`config.mk`:
```
export PLATFORM = sky130hd
export DESIGN_NAME = gpio_input_ctrl_flat
export DESIGN_NICKNAME = d
export VERILOG_FILES = /design/src/rtl/gpio_input_ctrl_if.sv /design/src/rtl/gpio_input_ctrl.sv /design/src/flat_wrapper.sv
export SDC_FILE = /design/constraint.sdc
export NUM_CORES = 1
export LEC_CHECK = 0
export ABC_AREA = 1
export CELL_PAD_IN_SITES_DETAIL_PLACEMENT = 2
export CELL_PAD_IN_SITES_GLOBAL_PLACEMENT = 2
export CORE_MARGIN = 2
export CORE_UTILIZATION = 35
export CTS_CLUSTER_DIAMETER = 40
export DETAILED_ROUTE_END_ITERATION = 10
export PLACE_DENSITY_LB_ADDON = 0.1
export SYNTH_ARGS = -nofsm -noshare
export SYNTH_HDL_FRONTEND = slang
export SYNTH_SLANG_ARGS = --single-unit
```
`constraint.sdc`:
```
create_clock -name clk -period 2.18 [get_ports clk]
set_clock_uncertainty 0.1 [all_clocks]
set_input_delay 0.654 -clock clk [delete_from_list [all_inputs] [get_ports clk]]
set_output_delay 0.654 -clock clk [all_outputs]
set_load 0.03 [all_outputs]
```
`src/rtl/gpio_input_ctrl_if.sv`:
```
// Board-pin and core-status bundle for gpio_input_ctrl.
// The slave modport is the control block; the master modport is the board/core side.
interface gpio_input_ctrl_if #(
  parameter int NUM_CORES = 4,
  parameter int NUM_SW    = 4
);
  logic                 btn_start_i;
  logic                 btn_abort_i;
  logic [NUM_SW-1:0]    sw_i;
  logic [NUM_CORES-1:0] core_done_i;
  logic [NUM_SW-1:0]    sw_o;
  logic [NUM_SW-1:0]    sw_rise_o;
  logic [NUM_SW-1:0]    sw_fall_o;
  logic                 core_start_o;
  logic                 core_abort_o;
  logic                 busy_o;
  logic                 all_done_o;
  logic [NUM_CORES-1:0] done_mask_o;
  logic                 timeout_o;

  modport slave (
    input  btn_start_i, btn_abort_i, sw_i, core_done_i,
    output sw_o, sw_rise_o, sw_fall_o, core_start_o, core_abort_o,
           busy_o, all_done_o, done_mask_o, timeout_o
  );

  modport master (
    output btn_start_i, btn_abort_i, sw_i, core_done_i,
    input  sw_o, sw_rise_o, sw_fall_o, core_start_o, core_abort_o,
           busy_o, all_done_o, done_mask_o, timeout_o
  );
endinterface

```
`src/rtl/gpio_input_ctrl.sv`:
```
// GPIO input side: sync + debounce + edge detect for buttons/switches, and the core run FSM.
// Optional RUN watchdog built only when GPIO_TIMEOUT_EN is defined.
module gpio_input_ctrl #(
  parameter int NUM_CORES       = 4,
  parameter int NUM_SW          = 4,
  parameter int DEBOUNCE_CYCLES = 16,
  parameter int TIMEOUT_CYCLES  = 1024
) (
  input  logic                clk,
  input  logic                rst,
  gpio_input_ctrl_if.slave    io
);

  localparam int N_IN      = NUM_SW + 2;
  localparam int IDX_START = NUM_SW;
  localparam int IDX_ABORT = NUM_SW + 1;
  localparam int CNT_W     = $clog2(DEBOUNCE_CYCLES + 1);
  localparam logic [CNT_W-1:0] CNT_MAX = CNT_W'(DEBOUNCE_CYCLES - 1);

  if (DEBOUNCE_CYCLES < 1 || TIMEOUT_CYCLES < 1) begin : g_bad_param
    $error("gpio_input_ctrl: DEBOUNCE_CYCLES and TIMEOUT_CYCLES must be >= 1");
  end

  typedef enum logic [2:0] {S_IDLE, S_START, S_RUN, S_ABORT, S_DONE} state_t;

  logic [N_IN-1:0]      raw;
  logic [N_IN-1:0]      sync_p0;
  logic [N_IN-1:0]      sync_p1;
  logic [N_IN-1:0]      stable_p2;
  logic [N_IN-1:0]      rise_p2;
  logic [NUM_SW-1:0]    fall_p2;
  logic [CNT_W-1:0]     cnt [N_IN];
  logic [N_IN-1:0]      diff;
  logic [N_IN-1:0]      accept;
  state_t               state, state_nxt;
  logic [NUM_CORES-1:0] done_mask;
  logic                 start_rise;
  logic                 abort_rise;
  logic                 all_set;
  logic                 timeout_hit;

  assign raw = {io.btn_abort_i, io.btn_start_i, io.sw_i};

  // stage p0/p1: two-flop synchroniser for every asynchronous pin
  always_ff @(posedge clk) begin
    if (rst) begin
      sync_p0 <= '0;
      sync_p1 <= '0;
    end else begin
      sync_p0 <= raw;
      sync_p1 <= sync_p0;
    end
  end

  // A bit is accepted once it has differed from the stable value for DEBOUNCE_CYCLES cycles.
  always_comb begin
    diff   = sync_p1 ^ stable_p2;
    accept = '0;
    for (int i = 0; i < N_IN; i++) begin
      accept[i] = diff[i] && (cnt[i] == CNT_MAX);
    end
  end

  // stage p2: debounced level plus edge pulses registered on the accepting edge
  always_ff @(posedge clk) begin
    if (rst) begin
      stable_p2 <= '0;
      rise_p2   <= '0;
      fall_p2   <= '0;
      for (int i = 0; i < N_IN; i++) cnt[i] <= '0;
    end else begin
      stable_p2 <= (stable_p2 & ~accept) | (sync_p1 & accept);
      rise_p2   <= accept & sync_p1;
      fall_p2   <= accept[NUM_SW-1:0] & ~sync_p1[NUM_SW-1:0];
      for (int i = 0; i < N_IN; i++) begin
        if (!diff[i] || accept[i]) cnt[i] <= '0;
        else                       cnt[i] <= cnt[i] + CNT_W'(1);
      end
    end
  end

  assign start_rise = rise_p2[IDX_START];
  assign abort_rise = rise_p2[IDX_ABORT];
  assign all_set    = &(done_mask | io.core_done_i);

  always_ff @(posedge clk) begin
    if (rst) state <= S_IDLE;
    else     state <= state_nxt;
  end

  // Abort wins over completion and timeout; completion wins over a coincident timeout.
  always_comb begin
    state_nxt = state;
    case (state)
      S_IDLE:  if (start_rise && !abort_rise) state_nxt = S_START;
      S_START: state_nxt = abort_rise ? S_ABORT : S_RUN;
      S_RUN: begin
        if (abort_rise)       state_nxt = S_ABORT;
        else if (all_set)     state_nxt = S_DONE;
        else if (timeout_hit) state_nxt = S_ABORT;
      end
      S_ABORT: state_nxt = S_IDLE;
      S_DONE: begin
        if (abort_rise)      state_nxt = S_ABORT;
        else if (start_rise) state_nxt = S_START;
      end
      default: state_nxt = S_IDLE;
    endcase
  end

  always_ff @(posedge clk) begin
    if (rst)                 done_mask <= '0;
    else if (state == S_START) done_mask <= '0;
    else if (state == S_RUN)   done_mask <= done_mask | io.core_done_i;
  end

`ifdef GPIO_TIMEOUT_EN
  logic [31:0] timer;
  logic        timeout_q;

  // Fires in the RUN cycle where the incremented count would reach TIMEOUT_CYCLES.
  assign timeout_hit = (state == S_RUN) && (timer == 32'(TIMEOUT_CYCLES - 1));

  always_ff @(posedge clk) begin
    if (rst)                   timer <= '0;
    else if (state == S_START) timer <= '0;
    else if (state == S_RUN)   timer <= timer + 32'd1;
  end

  always_ff @(posedge clk) begin
    if (rst)                   timeout_q <= 1'b0;
    else if (state == S_START) timeout_q <= 1'b0;
    else if (timeout_hit && !abort_rise && !all_set) timeout_q <= 1'b1;
  end

  assign io.timeout_o = timeout_q;
`else
  assign timeout_hit  = 1'b0;
  assign io.timeout_o = 1'b0;
`endif

  assign io.sw_o         = stable_p2[NUM_SW-1:0];
  assign io.sw_rise_o    = rise_p2[NUM_SW-1:0];
  assign io.sw_fall_o    = fall_p2;
  assign io.core_start_o = (state == S_START);
  assign io.core_abort_o = (state == S_ABORT);
  assign io.busy_o       = (state == S_START) || (state == S_RUN);
  assign io.all_done_o   = (state == S_DONE);
  assign io.done_mask_o  = done_mask;

endmodule

```
`src/flat_wrapper.sv`:
```
// flat-port wrapper written by rule: the top's interface ports become plain ports
module gpio_input_ctrl_flat 
#(
  parameter int NUM_CORES       = 4,
  parameter int NUM_SW          = 4,
  parameter int DEBOUNCE_CYCLES = 16,
  parameter int TIMEOUT_CYCLES  = 1024
)
  (clk, rst, io_btn_start_i, io_btn_abort_i, io_sw_i, io_core_done_i, io_sw_o, io_sw_rise_o, io_sw_fall_o, io_core_start_o, io_core_abort_o, io_busy_o, io_all_done_o, io_done_mask_o, io_timeout_o);
  gpio_input_ctrl_if #(.NUM_CORES(NUM_CORES), .NUM_SW(NUM_SW)) io_i ();
  input  logic clk;
  input  logic rst;
  input wire logic [$bits(io_i.btn_start_i)-1:0] io_btn_start_i;
  input wire logic [$bits(io_i.btn_abort_i)-1:0] io_btn_abort_i;
  input wire logic [$bits(io_i.sw_i)-1:0] io_sw_i;
  input wire logic [$bits(io_i.core_done_i)-1:0] io_core_done_i;
  output wire logic [$bits(io_i.sw_o)-1:0] io_sw_o;
  output wire logic [$bits(io_i.sw_rise_o)-1:0] io_sw_rise_o;
  output wire logic [$bits(io_i.sw_fall_o)-1:0] io_sw_fall_o;
  output wire logic [$bits(io_i.core_start_o)-1:0] io_core_start_o;
  output wire logic [$bits(io_i.core_abort_o)-1:0] io_core_abort_o;
  output wire logic [$bits(io_i.busy_o)-1:0] io_busy_o;
  output wire logic [$bits(io_i.all_done_o)-1:0] io_all_done_o;
  output wire logic [$bits(io_i.done_mask_o)-1:0] io_done_mask_o;
  output wire logic [$bits(io_i.timeout_o)-1:0] io_timeout_o;
  assign io_i.btn_start_i = io_btn_start_i;
  assign io_i.btn_abort_i = io_btn_abort_i;
  assign io_i.sw_i = io_sw_i;
  assign io_i.core_done_i = io_core_done_i;
  assign io_sw_o = io_i.sw_o;
  assign io_sw_rise_o = io_i.sw_rise_o;
  assign io_sw_fall_o = io_i.sw_fall_o;
  assign io_core_start_o = io_i.core_start_o;
  assign io_core_abort_o = io_i.core_abort_o;
  assign io_busy_o = io_i.busy_o;
  assign io_all_done_o = io_i.all_done_o;
  assign io_done_mask_o = io_i.done_mask_o;
  assign io_timeout_o = io_i.timeout_o;
  gpio_input_ctrl #(.NUM_CORES(NUM_CORES), .NUM_SW(NUM_SW), .DEBOUNCE_CYCLES(DEBOUNCE_CYCLES), .TIMEOUT_CYCLES(TIMEOUT_CYCLES)) u_core (.clk(clk), .rst(rst), .io(io_i));
endmodule
```
Word level (Yosys, flattened, before mapping)
Memories as Yosys holds them, arrays and structs flattened.
Cells that the tools add are included.
Cells by class
  multiply operators: 0
  eq/ne operators: 13
  reduce and logical (&&, ||, !) cells: 25
  bitwise gates (word level): 20
  shift operators: 0
  divide/modulo/power cells: 0
  magnitude comparators: 0
  add/sub/neg operators: 6
  muxes and demuxes: 57
Operators with widths (count)
  $mux 5: 12
  $mux 1: 39
  $add 5x1->5 const B: 6
  $eq 5x4->1 const B: 6
  $mux 3: 5
  $and 6x6->6: 2
  $or 1x1->1: 12
  $pmux 3 s4: 1
  $logic_and 1x1->1: 7
  $logic_not 1->1: 7
  $logic_or 1x1->1: 7
  $eq 3x2->1 const B: 2
  $ne 3x1->1 const B: 2
  $not 6->6: 1
  $or 6x6->6: 1
  $xor 6x6->6: 1
  $and 4x4->4: 1
  $not 4->4: 1
  $or 4x4->4: 1
  $reduce_and 4->1: 1
  $eq 3x1->1 const B: 1
  $eq 3x3->1 const B: 1
  $logic_not 3->1: 1
  $reduce_and 3->1: 1
  other kinds (2): 2
Storage, ports and cells
  memory bits (writable): 30
  output and inout port bits: 21
  logic and storage cells: 129
  latch bits: 0
  bits in read-only memories: 0
  memories: 1
  bits of input ports: 12
  flip-flop bits (word level): 35
Memory list
  u_core.cnt: depth 6, bits a word 5, rd ports 6, clocked after memory_dff 0, write ports 6, line gpio_input_ctrl.sv:32  | logic [CNT_W-1:0] cnt [N_IN];

Depth between registers and ports, before layout
Gate-level depths: netlist of run 1.
An unclocked memory read counts as a cell.
  depth after elaboration: 9
  gate-level depth with buffers: 7
  depth with buffers taken out: 7

Worst setup path after synthesis of run 1
Ideal clock, no wire load.
  path kind: flip-flop to output port
  from: register u_core.state[1]
  to: output io_core_abort_o
  buffers on the path: 0
  setup slack: 0.538 ns
  arrival time: 0.888 ns
  stages on the path, launching flop included: 3
  cells stage by stage: dfxtp_1 nand2_1 nor2_1
On the way
  word-level cells in the longest chain between the ends: 1
RTL lines
  start: declaration: line gpio_input_ctrl.sv:35  | state_t state, state_nxt;
  start signal: assignment: line gpio_input_ctrl.sv:88  | else state <= state_nxt;
  $eq 3x2->1: line gpio_input_ctrl.sv:146  | assign io.core_abort_o = (state == S_ABORT);
  end: declaration: line flat_wrapper.sv:21  | output wire logic [$bits(io_i.core_abort_o)-1:0] io_core_abort_o;
No other way between the ends.

Worst setup path after layout of run 1
  from: register u_core.done_mask[2], in the netlist u_core.io.done_mask_o[2]
  to: output io_done_mask_o[2]
RTL lines
  start: declaration: line gpio_input_ctrl.sv:36  | logic [NUM_CORES-1:0] done_mask;
  start signal: assignment: line gpio_input_ctrl.sv:114  | else if (state == S_RUN) done_mask <= done_mask | io.core_done_i;
  end: declaration: line flat_wrapper.sv:24  | output wire logic [$bits(io_i.done_mask_o)-1:0] io_done_mask_o;
No word-level cell between the ends.

==> flow_metrics.tcl, run 1 <==
set metrics [dict create \
    min_period_over_period 0.9737 \
    period_minus_slack_ps 2123 \
    hpwl_mm 4.766 \
    syn_to_final_growth_pct 22.66 \
    synth_common_cells "inv_1 (59), nor2_1 (56), dfxtp_1 (35), edfxtp_1 (30), nand2_1 (28)" \
    cpPeakStageDelay_ps 680 \
    drtPass1Iterations 3 \
    clock_path_buffers 2 \
    startpoint_type "flip-flop" \
    std_cell_rows 33 \
    synth_cell_types 31 \
    drtIter0Drc 21 \
    synth.most_common_cell "inv_1" \
    grtUsageMet2 0.2870 \
    die_h_um 95.27 \
    powerDensity_nw_per_um2 690.3 \
    reg2reg_setup_slack_ps 270 \
    clock_latency_ps 340 \
    synthTopCellsByArea "edfxtp_1 (31%), dfxtp_1 (24%), inv_1 (7.6%), nor2_1 (7.2%), ha_1 (5.2%)" \
    antenna_cells 0 \
    cp.buffers_inverters 1 \
    routedWlPerCell_um 12.85 \
    rsz0062_at_grt "no" \
    core_um2 8134 \
    antenna_found_initial 0 \
    hold_violations 0 \
    slowest_stage "clkdlybuf4s50_1" \
    synth_top_area_cell "edfxtp_1" \
    holdPathStages 2 \
    reg2reg_depth 7 \
    die_x_um 95.27 \
    cp_max_fo 3 \
    synthCells 307 \
    ys_ff_latch 65 \
    cap_violations 0 \
    grt_pass1_wl_mm 10.69 \
    p_leak_nw 1.563 \
    utilization 0.4396 \
    synth_warnings 0 \
    fmax_ghz 0.4711 \
    cp_top_family "buffers and inverters" \
    crit-reg2reg-launch "u_core.cnt[0][25]$_SDFFCE_PN0P_" \
    syn_avg_cell_area_um2 9.496 \
    grt_max_degree 12 \
    worstReg2RegEnd "u_core.cnt[0][27]$_SDFFCE_PN0P_" \
    grt_busiest_layer "met2" \
    cts-buffers-inserted 9 \
    totalWireLength_mm 6.192 \
    critPathKind "flip-flop to primary output" \
    synthArstFlopShare 0 \
    grt_overflow 0 \
    synthFlopType "dfxtp_1" \
    end_kind "primary output" \
    power_mw 2.468 \
    gr-usage-met1 0.1679 \
    tns_ps 0 \
    initial_core_util 0.3584 \
    nets 396 \
    fp.dieArea_um2 9075 \
    outcome "complete, no violations" \
    setup-violations-final 0 \
    grt_pass1_vias 2355 \
    ioPinCount 33 \
    hold_path_end "u_core.sync_p1[2]$_SDFF_PP0_" \
    gp_congestion 0.7446 \
    required_ps 1430 \
    dr_total_vias 2152 \
    grt_usage 0.1569 \
    cts_setup_buffers 0 \
    drive_gt1_frac 0.1141 \
    cts-root-buf "clkbuf_8" \
    hp-class "flip-flop to flip-flop" \
    synth-edff-count 30 \
    vias_per_cell 4.465 \
    slew_violations 0 \
    netlist_area_um2 2915 \
    whs_ps 306.5 \
    seq_area_frac_synth 0.5494 \
    antenna_left 0 \
    grtUsageMet3 0.05217 \
    cts_tree "built" \
    path_clk_slew_ps 70 \
    critPathArrivalTime_ps 1370 \
    htree_levels 3 \
    io_buffers 31 \
    post-synth-top-area-fraction 0.3090 \
    hold_start "u_core.sync_p0[2]$_SDFF_PP0_" \
    nFillCells 902 \
    vdd_drop_max_v 0.0002833 \
    drcViolationCount 0 \
    cts_sinks 65 \
    path_cells "clkdlybuf4s50_1" \
]
==> cell families (layout without fill, tap and decap cells) <==
| family | count (synthesis) | in the layout | share of synthesized area |
|---|---|---|---|
| buf+inv | 75 | 116 | 0.1159 |
| flops | 65 | 65 | 0.5494 |
| simple gates | 118 | 118 | 0.1927 |
| other cells | 2 | 31 | 0.002576 |
| fa+ha+maj | 12 | 12 | 0.05150 |
| compound gates | 31 | 31 | 0.07597 |
| xor+xnor | 4 | 4 | 0.01202 |
==> worst max-delay path by stage <==
stage	start	to	slack [ps]	depth (start not counted)
floorplan	u_core.state[1]$_SDFFE_PP0P_	io_core_abort_o	540	2
global placement	rst	u_core.cnt[0][15]$_SDFFCE_PN0P_	80	5
detailed placement	rst	u_core.cnt[0][16]$_SDFFCE_PN0P_	30	5
CTS	u_core.state[1]$_SDFFE_PP0P_	io_core_abort_o	5	3
global route	u_core.io.done_mask_o[2]$_SDFFE_PP0N_	io_done_mask_o[2]	3	1
finish	u_core.io.done_mask_o[2]$_SDFFE_PP0N_	io_done_mask_o[2]	60	1
==> layout make-up <==
class	instances	area (um2)	area share
Multi-Input combinational cell	196	1085	0.3034
Timing Repair Buffer	37	331.6	0.09272
Sequential cell	65	1602	0.4479
Clock inverter	4	45.04	0.01260
Inverter	63	236.5	0.06613
Clock buffer	12	145.1	0.04059
Tap cell	105	131.4	0.03674
==> state kept, by name, summed over array words and instances, names as in the netlist, named ones only <==
signal                 cells
u_core.sync_p1             6
u_core.state               3
u_core.io.sw_fall_o        4
u_core.sync_p0             6
u_core.cnt                30
u_core.rise_p2             6
u_core.io.done_mask_o      4
==> what timing repair did <==
item	in CTS	in global routing
hold endpoints to repair	0	0
setup endpoints to repair	9	5
pin swaps	0	0
resized for setup	11	7
hold buffers	0	0
==> cells in the final DEF (no fill, tap or decap), drive strengths merged <==
cell and n:
dlygate4sd2 5, bufinv 1, dlymetal6s2s 1, nand3 12, nor2 57, nor3b 2
nand2 30, o211ai 6, conb 31, a21oi 16, nor3 6, ha 12
o21ai 5, dfxtp 35, inv 63, clkinv 3, clkdlybuf4s50 21, nand4 2
nor4 8, edfxtp 30, buf 6, clkbuf 16, nand3b 1, a211oi 4
xor2 4
==> where the power goes <==
| group | internal (mW) | total, mW | switching, mW |
|---|---|---|---|
| Clock | 0.555 | 1.01 | 0.454 |
| Sequential | 1.31 | 1.33 | 0.0221 |
| Combinational | 0.0498 | 0.127 | 0.0768 |
| Total | 1.92 | 2.47 | 0.553 |
==> layer usage <==
metal	share of wire	routed length (um)
met3	0.037	227
met1	0.41	2530
met5	0	0
met2	0.54	3347
met4	0.014	87
==> metrics by stage <==
step	std cells	setup WS [ps]	cell area (um2)
finish	482	57.44	3576
global route	482	3.195	3576
CTS	482	5.288	3591
detailed placement	466	25.66	3410
global placement	466	79.71	3410
floorplan	336	538.1	3024
Note: power is estimated with default switching activity, not from simulation.
==> run 2: changes to the inputs <==
==> constraint.sdc (replaced) <==
create_clock -name clk -period 2.18 [get_ports clk]
set_clock_uncertainty 0.1 [all_clocks]
set_input_delay 0.654 -clock clk [delete_from_list [all_inputs] [get_ports clk]]
set_output_delay 0.654 -clock clk [all_outputs]
set_load 0.05 [all_outputs]
==> flow_metrics.tcl, run 2 (synthesis gave the netlist of run 1 again) <==
set metrics [dict create \
    outcome "complete, no violations" \
    cts_sinks 65 \
    top_register "u_core.cnt" \
    grt_pass1_vias 2226 \
    clock_path_buffers 2 \
    slew_violations 0 \
    reg2reg_depth 7 \
    io_buffers 31 \
    dr_total_vias 2112 \
    vias_per_cell 4.400 \
    drive_gt1_frac 0.1547 \
    nets 394 \
    ioPinCount 33 \
    initial_core_util 0.3584 \
    dp_slack_ps -55.53 \
    cap_violations 0 \
    startpoint_type "flip-flop" \
    layout_commonest_cell "inv_1" \
    drtIter0Drc 40 \
    htree_levels 3 \
    vdd_drop_max_v 0.0002975 \
    tns_ps 0 \
    nFillCells 911 \
    cts-root-buf "clkbuf_8" \
    min_period_over_period 0.9314 \
    final_cell_mix "inv_1 (59), nor2_1 (56), dfxtp_1 (35)" \
    postCtsHoldBufs 0 \
    utilization 0.4399 \
    critPathKind "flip-flop to primary output" \
    hold_violations 0 \
    antenna_cells 0 \
    grt_usage 0.1478 \
    setup-violations-final 0 \
    fp.dieArea_um2 9075 \
    cp_max_fo 5 \
    crit_start "u_core.state[1]$_SDFFE_PP0P_" \
    power_mw 2.416 \
    cts_tree "built" \
    path_clk_slew_ps 70 \
    finalWorstSetupSlack_ps 149.5 \
    drcViolationCount 0 \
    hold_start "u_core.sync_p0[1]$_SDFF_PP0_" \
    antenna_left 0 \
    hp-class "flip-flop to flip-flop" \
    placed_cells 464 \
    worstReg2RegEnd "u_core.cnt[0][22]$_SDFFCE_PN0P_" \
    antenna_found_initial 0 \
    largest_reg_flops 30 \
    required_ps 1430 \
    die_h_um 95.27 \
    rsz0062_at_grt "no" \
    holdPathStages 2 \
    end_kind "primary output" \
    routedWlPerCell_um 12.12 \
    period_minus_slack_ps 2031 \
    reg2reg_setup_slack_ps 320 \
    dpl-instance-area_um2 3395 \
    drtPass1Iterations 4 \
    syn_to_final_growth_pct 22.75 \
    cts_setup_buffers 0 \
    p_leak_nw 1.558 \
    crit-reg2reg-launch "u_core.cnt[0][20]$_SDFFCE_PN0P_" \
    whs_ps 309.8 \
    grt_overflow 0 \
    cts-buffers-inserted 9 \
    final_area_um2 3578 \
    powerDensity_nw_per_um2 675.1 \
    core_um2 8134 \
    die_x_um 95.27 \
    clock_latency_ps 350 \
    fmax_ghz 0.4925 \
    cts_resized 0 \
    critPathArrivalTime_ps 1280 \
    gp_congestion 0.7287 \
    totalWireLength_mm 5.819 \
    grt_pass1_wl_mm 10.13 \
    instances_no_fill 480 \
    std_cell_rows 33 \
    grt_max_degree 12 \
    hold_path_end "u_core.sync_p1[1]$_SDFF_PP0_" \
    hpwl_mm 4.589 \
]
-- run 2: changes by cell type in the layout (fill, tap and decap cells not counted) --
| cell | change |
|---|---|
| buf_4 | +14 |
| clkdlybuf4s50_1 | -10 |
| dlygate4sd2_1 | -5 |
| buf_12 | +4 |
| clkbuf_2 | -4 |
| clkbuf_8 | +2 |
| bufinv_16 | -1 |
| clkbuf_1 | -1 |
| dlymetal6s2s_1 | -1 |
-- run 2: worst max-delay path: stages (launching register included) --
cell and delay (ps):
dfxtp_1 440, nand2_1 110, nor2_1 210, buf_12 170
-- run 2: worst max-delay path by stage --
stage,endpoint,slack (ps),cells past startpoint
2_1_floorplan,io_core_abort_o,300,2
3_5_place_dp,u_core.cnt[0][17]$_SDFFCE_PN0P_,-60,5
5_1_grt,io_busy_o,30,4
6_report,io_core_abort_o,150,3
4_1_cts,io_core_abort_o,110,3
3_3_place_gp,u_core.cnt[0][19]$_SDFFCE_PN0P_,30,5
-- run 2: layer usage --
layer / vias up / routed length [um] / GRT usage
li1: 1077 / - / -
met1: 996 / 2596 / 0.1717
met2: 29 / 2909 / 0.2465
met3: 10 / 184 / 0.04111
met4: 0 / 128 / 0.07971
met5: - / 0 / 0
-- run 2: power breakdown --
| part | internal (mW) | switching [mW] | leakage, nW | total (mW) |
|---|---|---|---|---|
| Combinational | 0.0502 | 0.0783 | 0.865 | 0.129 |
| Sequential | 1.31 | 0.0218 | 0.594 | 1.33 |
| Clock | 0.501 | 0.454 | 0.0992 | 0.955 |
-- run 2: area by class of cell --
class / count / area, um2 / area share
sequential: 65 / 1602 / 0.4476
multi-input combinational: 196 / 1085 / 0.3031
timing repair buffer: 35 / 340.3 / 0.09510
inverter: 63 / 236.5 / 0.06608
clock buffer: 13 / 168.9 / 0.04720
tap: 105 / 131.4 / 0.03671
clock inverter: 3 / 15.01 / 0.004196
